==> src/rtl/data_mem_pkg.sv <==
// Shared definitions for the data memory controller: FSM states, error reasons,
// word-index sizing and byte-enable legality (used when DATA_MEM_CTRL_BYTE_LANES_EN is set).
package data_mem_pkg;

  typedef enum logic [1:0] {
    ST_IDLE  = 2'd0,
    ST_READ  = 2'd1,
    ST_WRITE = 2'd2,
    ST_RESP  = 2'd3
  } state_e;

  localparam logic [1:0] ERR_NONE  = 2'd0;
  localparam logic [1:0] ERR_ALIGN = 2'd1;
  localparam logic [1:0] ERR_RANGE = 2'd2;

  function automatic int idx_width(input int depth);
    return $clog2(depth);
  endfunction

  // Legal lane masks are non-zero and form one contiguous run of bytes.
  function automatic logic be_contig(input logic [3:0] be);
    logic ok;
    case (be)
      4'b0001, 4'b0010, 4'b0100, 4'b1000,
      4'b0011, 4'b0110, 4'b1100,
      4'b0111, 4'b1110,
      4'b1111: ok = 1'b1;
      default: ok = 1'b0;
    endcase
    return ok;
  endfunction

endpackage

==> src/rtl/data_mem_array.sv <==
// Single-port word RAM: synchronous write with byte enables, registered read
// (data appears the cycle after re). Only the read register is reset; contents persist.
module data_mem_array
  import data_mem_pkg::*;
#(
  parameter int DEPTH = 64,
  parameter int AW    = idx_width(DEPTH)
) (
  input  logic          clk,
  input  logic          rst,
  input  logic          we,
  input  logic          re,
  input  logic [AW-1:0] addr,
  input  logic [31:0]   wdata,
  input  logic [3:0]    be,
  output logic [31:0]   rdata
);

  logic [31:0] mem_q [DEPTH];
  logic [31:0] rdata_q;

  always_ff @(posedge clk) begin
    if (we) begin
      for (int b = 0; b < 4; b++) begin
        if (be[b]) mem_q[addr][8*b +: 8] <= wdata[8*b +: 8];
      end
    end
  end

  always_ff @(posedge clk or negedge rst) begin
    if (!rst) begin
      rdata_q <= '0;
    end else if (re) begin
      rdata_q <= mem_q[addr];
    end
  end

  assign rdata = rdata_q;

endmodule

==> src/rtl/data_mem_ctrl.sv <==
// Processor data-memory controller: one request at a time, 2-cycle load/store latency, response
// held until rsp_ready. DATA_MEM_CTRL_BYTE_LANES_EN adds req_be byte-lane stores.
module data_mem_ctrl
  import data_mem_pkg::*;
#(
  parameter int DEPTH = 64,
  parameter int CNT_W = 16
) (
  input  logic             clk,
  input  logic             rst,
  input  logic             req_valid,
  input  logic             req_write,
  input  logic [31:0]      req_addr,
  input  logic [31:0]      req_wdata,
`ifdef DATA_MEM_CTRL_BYTE_LANES_EN
  input  logic [3:0]       req_be,
`endif
  output logic             req_ready,
  output logic             rsp_valid,
  input  logic             rsp_ready,
  output logic [31:0]      rsp_rdata,
  output logic             rsp_err,
  output logic [CNT_W-1:0] rd_count,
  output logic [CNT_W-1:0] wr_count,
  output logic [7:0]       err_count
);

  localparam int IDX_W = idx_width(DEPTH);

  state_e           state_q;
  logic [IDX_W-1:0] idx_q;
  logic [31:0]      wdata_q;
  logic [3:0]       be_q;
  logic             write_q;
  logic             rsp_valid_q;
  logic             rsp_err_q;
  logic             rd_sel_q;

  logic [CNT_W-1:0] rd_count_q, rd_count_d;
  logic [CNT_W-1:0] wr_count_q, wr_count_d;
  logic [7:0]       err_count_q, err_count_d;

  logic [3:0]  be_in;
  logic        misalign;
  logic [1:0]  err_rsn;
  logic [31:0] ram_rdata;
  logic        rsp_hs;

  // Range is checked on the full word index so high address bits cannot alias into the array.
  always_comb begin
    be_in    = 4'hF;
    misalign = |req_addr[1:0];
`ifdef DATA_MEM_CTRL_BYTE_LANES_EN
    be_in    = req_be;
    misalign = !be_contig(req_be);
`endif
    err_rsn = ERR_NONE;
    if (|req_addr[31:IDX_W+2]) begin
      err_rsn = ERR_RANGE;
    end else if (misalign) begin
      err_rsn = ERR_ALIGN;
    end
  end

  always_ff @(posedge clk or negedge rst) begin
    if (!rst) begin
      state_q     <= ST_IDLE;
      idx_q       <= '0;
      wdata_q     <= '0;
      be_q        <= '0;
      write_q     <= 1'b0;
      rsp_valid_q <= 1'b0;
      rsp_err_q   <= 1'b0;
      rd_sel_q    <= 1'b0;
    end else begin
      case (state_q)
        ST_IDLE: begin
          if (req_valid) begin
            idx_q   <= req_addr[IDX_W+1:2];
            wdata_q <= req_wdata;
            be_q    <= be_in;
            write_q <= req_write;
            if (err_rsn != ERR_NONE) begin
              state_q     <= ST_RESP;
              rsp_valid_q <= 1'b1;
              rsp_err_q   <= 1'b1;
              rd_sel_q    <= 1'b0;
            end else if (req_write) begin
              state_q <= ST_WRITE;
            end else begin
              state_q <= ST_READ;
            end
          end
        end
        ST_READ: begin
          state_q     <= ST_RESP;
          rsp_valid_q <= 1'b1;
          rsp_err_q   <= 1'b0;
          rd_sel_q    <= 1'b1;
        end
        ST_WRITE: begin
          state_q     <= ST_RESP;
          rsp_valid_q <= 1'b1;
          rsp_err_q   <= 1'b0;
          rd_sel_q    <= 1'b0;
        end
        ST_RESP: begin
          if (rsp_ready) begin
            state_q     <= ST_IDLE;
            rsp_valid_q <= 1'b0;
            rsp_err_q   <= 1'b0;
            rd_sel_q    <= 1'b0;
          end
        end
        default: state_q <= ST_IDLE;
      endcase
    end
  end

  data_mem_array #(
    .DEPTH (DEPTH),
    .AW    (IDX_W)
  ) u_array (
    .clk   (clk),
    .rst   (rst),
    .we    (state_q == ST_WRITE),
    .re    (state_q == ST_READ),
    .addr  (idx_q),
    .wdata (wdata_q),
    .be    (be_q),
    .rdata (ram_rdata)
  );

  assign rsp_hs = rsp_valid_q && rsp_ready;

  always_comb begin
    rd_count_d  = rd_count_q;
    wr_count_d  = wr_count_q;
    err_count_d = err_count_q;
    if (rsp_hs) begin
      if (rsp_err_q) begin
        if (err_count_q != 8'hFF) err_count_d = err_count_q + 8'd1;
      end else if (write_q) begin
        if (wr_count_q != '1) wr_count_d = wr_count_q + CNT_W'(1);
      end else begin
        if (rd_count_q != '1) rd_count_d = rd_count_q + CNT_W'(1);
      end
    end
  end

  always_ff @(posedge clk or negedge rst) begin
    if (!rst) begin
      rd_count_q  <= '0;
      wr_count_q  <= '0;
      err_count_q <= '0;
    end else begin
      rd_count_q  <= rd_count_d;
      wr_count_q  <= wr_count_d;
      err_count_q <= err_count_d;
    end
  end

  // The RAM read register only moves in READ, so load data stays put while RESP stalls.
  assign rsp_rdata = rd_sel_q ? ram_rdata : 32'h0;
  assign req_ready = (state_q == ST_IDLE);
  assign rsp_valid = rsp_valid_q;
  assign rsp_err   = rsp_err_q;
  assign rd_count  = rd_count_q;
  assign wr_count  = wr_count_q;
  assign err_count = err_count_q;

endmodule
==> config.mk <==
export PLATFORM = sky130hd
export DESIGN_NAME = data_mem_ctrl
export DESIGN_NICKNAME = d
export VERILOG_FILES = /design/src/rtl/data_mem_pkg.sv /design/src/rtl/data_mem_array.sv /design/src/rtl/data_mem_ctrl.sv
export SDC_FILE = /design/constraint.sdc
export NUM_CORES = 2
export LEC_CHECK = 0
export BUFFER_PORTS_ARGS = -buffer_cell sky130_fd_sc_hd__clkbuf_2
export CAP_MARGIN = 40
export CORE_MARGIN = 4
export CORE_UTILIZATION = 52
export DETAILED_ROUTE_END_ITERATION = 8
export PLACE_DENSITY = 0.68
export RECOVER_POWER = 25
export SKIP_LAST_GASP = 1
export SYNTH_ARGS = -nofsm -noshare
export SYNTH_HDL_FRONTEND = slang
export SYNTH_HIERARCHICAL = 1
export SYNTH_SLANG_ARGS = --single-unit
export TNS_END_PERCENT = 5
==> constraint.sdc <==
create_clock -name clk -period 6.69 [get_ports clk]
set_input_delay 1.338 -clock clk [delete_from_list [all_inputs] [get_ports clk]]
set_output_delay 1.338 -clock clk [all_outputs]
set_load 0.02 [all_outputs]
==> flow_metrics.env <==
export IMPL_status="finished, violations left"
export IMPL_violations="max-capacitance violations, max-slew violations"
export IMPL_hold_class="reg -> reg"
export IMPL_maxCapViolCount=21
export IMPL_post_cts_resized=0
export IMPL_dp_slack_ps=2646
export IMPL_coreArea_sq_mm=0.1626
export IMPL_synth_top_cells_by_area="edfxtp_1 (72%), mux2i_1 (4.1%), dfrtp_1 (3.4%)"
export IMPL_syn_to_final_growth_pct=12.29
export IMPL_ys_warn_count=6
export IMPL_htreeDepth=4
export IMPL_fin_util_pct=58.68
export IMPL_nNetsFinal=5188
export IMPL_yosys_area_top_type="edfxtp_1"
export IMPL_dr_first_iter_drc_count=7473
export IMPL_synth_area_sq_mm=0.08497
export IMPL_ys_seq_area_share_pct=75.82
export IMPL_async_flop_share_pct=5.404
export IMPL_final_period_utilization_pct=61.13
export IMPL_fillCellCount=12090
export IMPL_place_congestion=0.8897
export IMPL_synth_edf_count=2048
export IMPL_synth_nets=4941
export IMPL_wl_mm=247.3
export IMPL_io_pins=144
export IMPL_r2r_cells=7
export IMPL_grt_overflow=0
export IMPL_worstMarginPinSlew_ps=3301
export IMPL_crit_fanout=53
export IMPL_fmax_mhz=244.5
export IMPL_relSlewSlack_pct=-120.0
export IMPL_avgSynthCellArea_sq_um=17.47
export IMPL_setup_tns_ps=0
export IMPL_clk_pin_slew_ps=60
export IMPL_drtPass1Iterations=7
export IMPL_rsz0062_at_grt="false"
export IMPL_min_path_cells=0
export IMPL_cts_hold_buf=0
export IMPL_dp_hpwl_mm=146.4
export IMPL_grt_util_all_layers_pct=28.82
export IMPL_cp_required_ps=7400
export IMPL_dieArea_sq_mm=0.1699
export IMPL_drive_above_1_share_pct=19.19
export IMPL_clk_latency_ps=840
export IMPL_cts_buffers=208
export IMPL_num_rows=148
export IMPL_layout_setup_ws_ps=2600
export IMPL_ir_drop_mv=0.6663
export IMPL_endpoint_kind="register"
export IMPL_fin_cells=7473
export IMPL_slew_violations=1314
export IMPL_final_common_cell="edfxtp_1"
export IMPL_cp_start_kind="register"
export IMPL_avgViaCountPerCell=6.714
export IMPL_cts_tree="yes"
export IMPL_ys_ff_latch=2165
export IMPL_portBuffers=143
export IMPL_fin_skew_ps=39.29
export IMPL_worstSetupPathType="reg -> reg"
export IMPL_cts_max_path_buffers=3
export IMPL_p_leak_nw=31.38
export IMPL_setup_viol=0
export IMPL_layout_common_cells="edfxtp_1 (2048), nor2_1 (351), mux2i_1 (348)"
export IMPL_vias=50170
export IMPL_clock_sinks=2165
export IMPL_grt_pass1_vias=47980
export IMPL_yosys_cell_types_count=86
export IMPL_wl_per_cell_um=33.10
export IMPL_antenna_found_initial=10
export IMPL_drcViolationCount=0
export IMPL_min_period_ps=4090
export IMPL_cts_root_buf="clkbuf_16"
export IMPL_grt_pass1_wl_mm=352.3
export IMPL_power_density_mw_per_mm2=466.1
export IMPL_cp_arrival_ps=4800
export IMPL_die_y_um=412.2
export IMPL_die_w_um=412.2
export IMPL_place_inst=7073
export IMPL_initial_core_util_pct=52.26
export IMPL_yosys_area_top_type_share_pct=72.38
export IMPL_hold_viol=0
export IMPL_post_cts_setup_buffer_count=0
export IMPL_synth_cells=4865
export IMPL_ys_flop_type="edfxtp_1"
export IMPL_final_antenna_net_count=0
export IMPL_grt_max_degree=134
-- metal layers --
layer | up-vias | part of all wire [%] | track usage, %
li1 | 20190 | - | -
met1 | 25630 | 37 | 40.32
met2 | 3741 | 46 | 43.39
met3 | 599 | 14 | 8.357
met4 | 10 | 3.9 | 10.56
met5 | - | 0.032 | 0
-- kinds of logic after synthesis --
logic type,share of synthesized area (%)
XOR/XNOR,0.3401
flip-flops,75.82
adder cells (fa/ha/maj),0.1031
buffers and inverters,2.122
multiplexers,9.679
AND/OR/NAND/NOR,3.937
AO/OA/AOI/OAI,7.997
-- flip-flops by register name (all words and copies together) (netlist names) --
signal,cells
wdata_q,32
rd_sel_q,1
idx_q,6
u_array/mem_q,2048
rsp_valid,1
rd_count,16
be_q,1
rsp_err,1
err_count,8
wr_count,16
state_q,2
u_array/rdata,32
write_q,1
-- through the flow --
stage	total power, mW	hold slack (ps)	cell area, sq um
finish	44.47	468.8	95410
global placement	32.25	464.3	87800
floorplan	26.49	463.8	84970
global route	45.64	481.8	95380
CTS	44.06	472.2	95480
detailed placement	32.64	458.0	88800
-- layout make-up --
| class | count | area, sq um | share of cell area (%) |
|---|---|---|---|
| clock inverters | 111 | 1052 | 1.103 |
| well taps | 2175 | 2721 | 2.852 |
| repair buffers | 365 | 2556 | 2.679 |
| multi-input cells | 2357 | 18890 | 19.80 |
| diodes | 14 | 35.03 | 0.03672 |
| inverters | 15 | 62.56 | 0.06557 |
| flip-flops and latches | 2165 | 64460 | 67.56 |
| clock buffers | 271 | 5628 | 5.898 |
-- Yosys cell counts (all sizes together) (25+ instances only) --
cell       n
a21oi    132
a221oi   185
a22o      37
a22oi    187
and2      44
buf      222
clkbuf   106
dfrtp    117
edfxtp  2048
mux2     190
mux2i    348
mux4     115
nand2    145
nand3     61
nor2     356
o21ai    100
o22ai     93
xor2      25
-- worst paths after layout --
path,startpoint,endpoint,slack [ps]
min reg2reg,wdata_q[1],u_array/mem_q[20][1],470
max in group asynchronous,rst,wdata_q[10],4860
max reg2reg,idx_q[2],u_array/rdata[27],2600
min,wdata_q[1],u_array/mem_q[20][1],470
max,idx_q[2],u_array/rdata[27],2600
min in group asynchronous,rst,wdata_q[17],570
-- report_power, final --
| part | internal [mW] | switching [mW] |
|---|---|---|
| clock network | 6.57 | 4.96 |
| registers | 17.6 | 0.857 |
| logic | 4.17 | 10.3 |
| total | 28.3 | 16.1 |
-- worst max-delay path, cell delays in order (launching register included) --
cell	delay (ps)
dfrtp_4	950
buf_4	670
buf_4	760
mux2_2	410
a221o_1	290
a222oi_1	290
o21ai_0	140
o32a_1	380
Note: power is estimated with default switching activity, not from simulation.
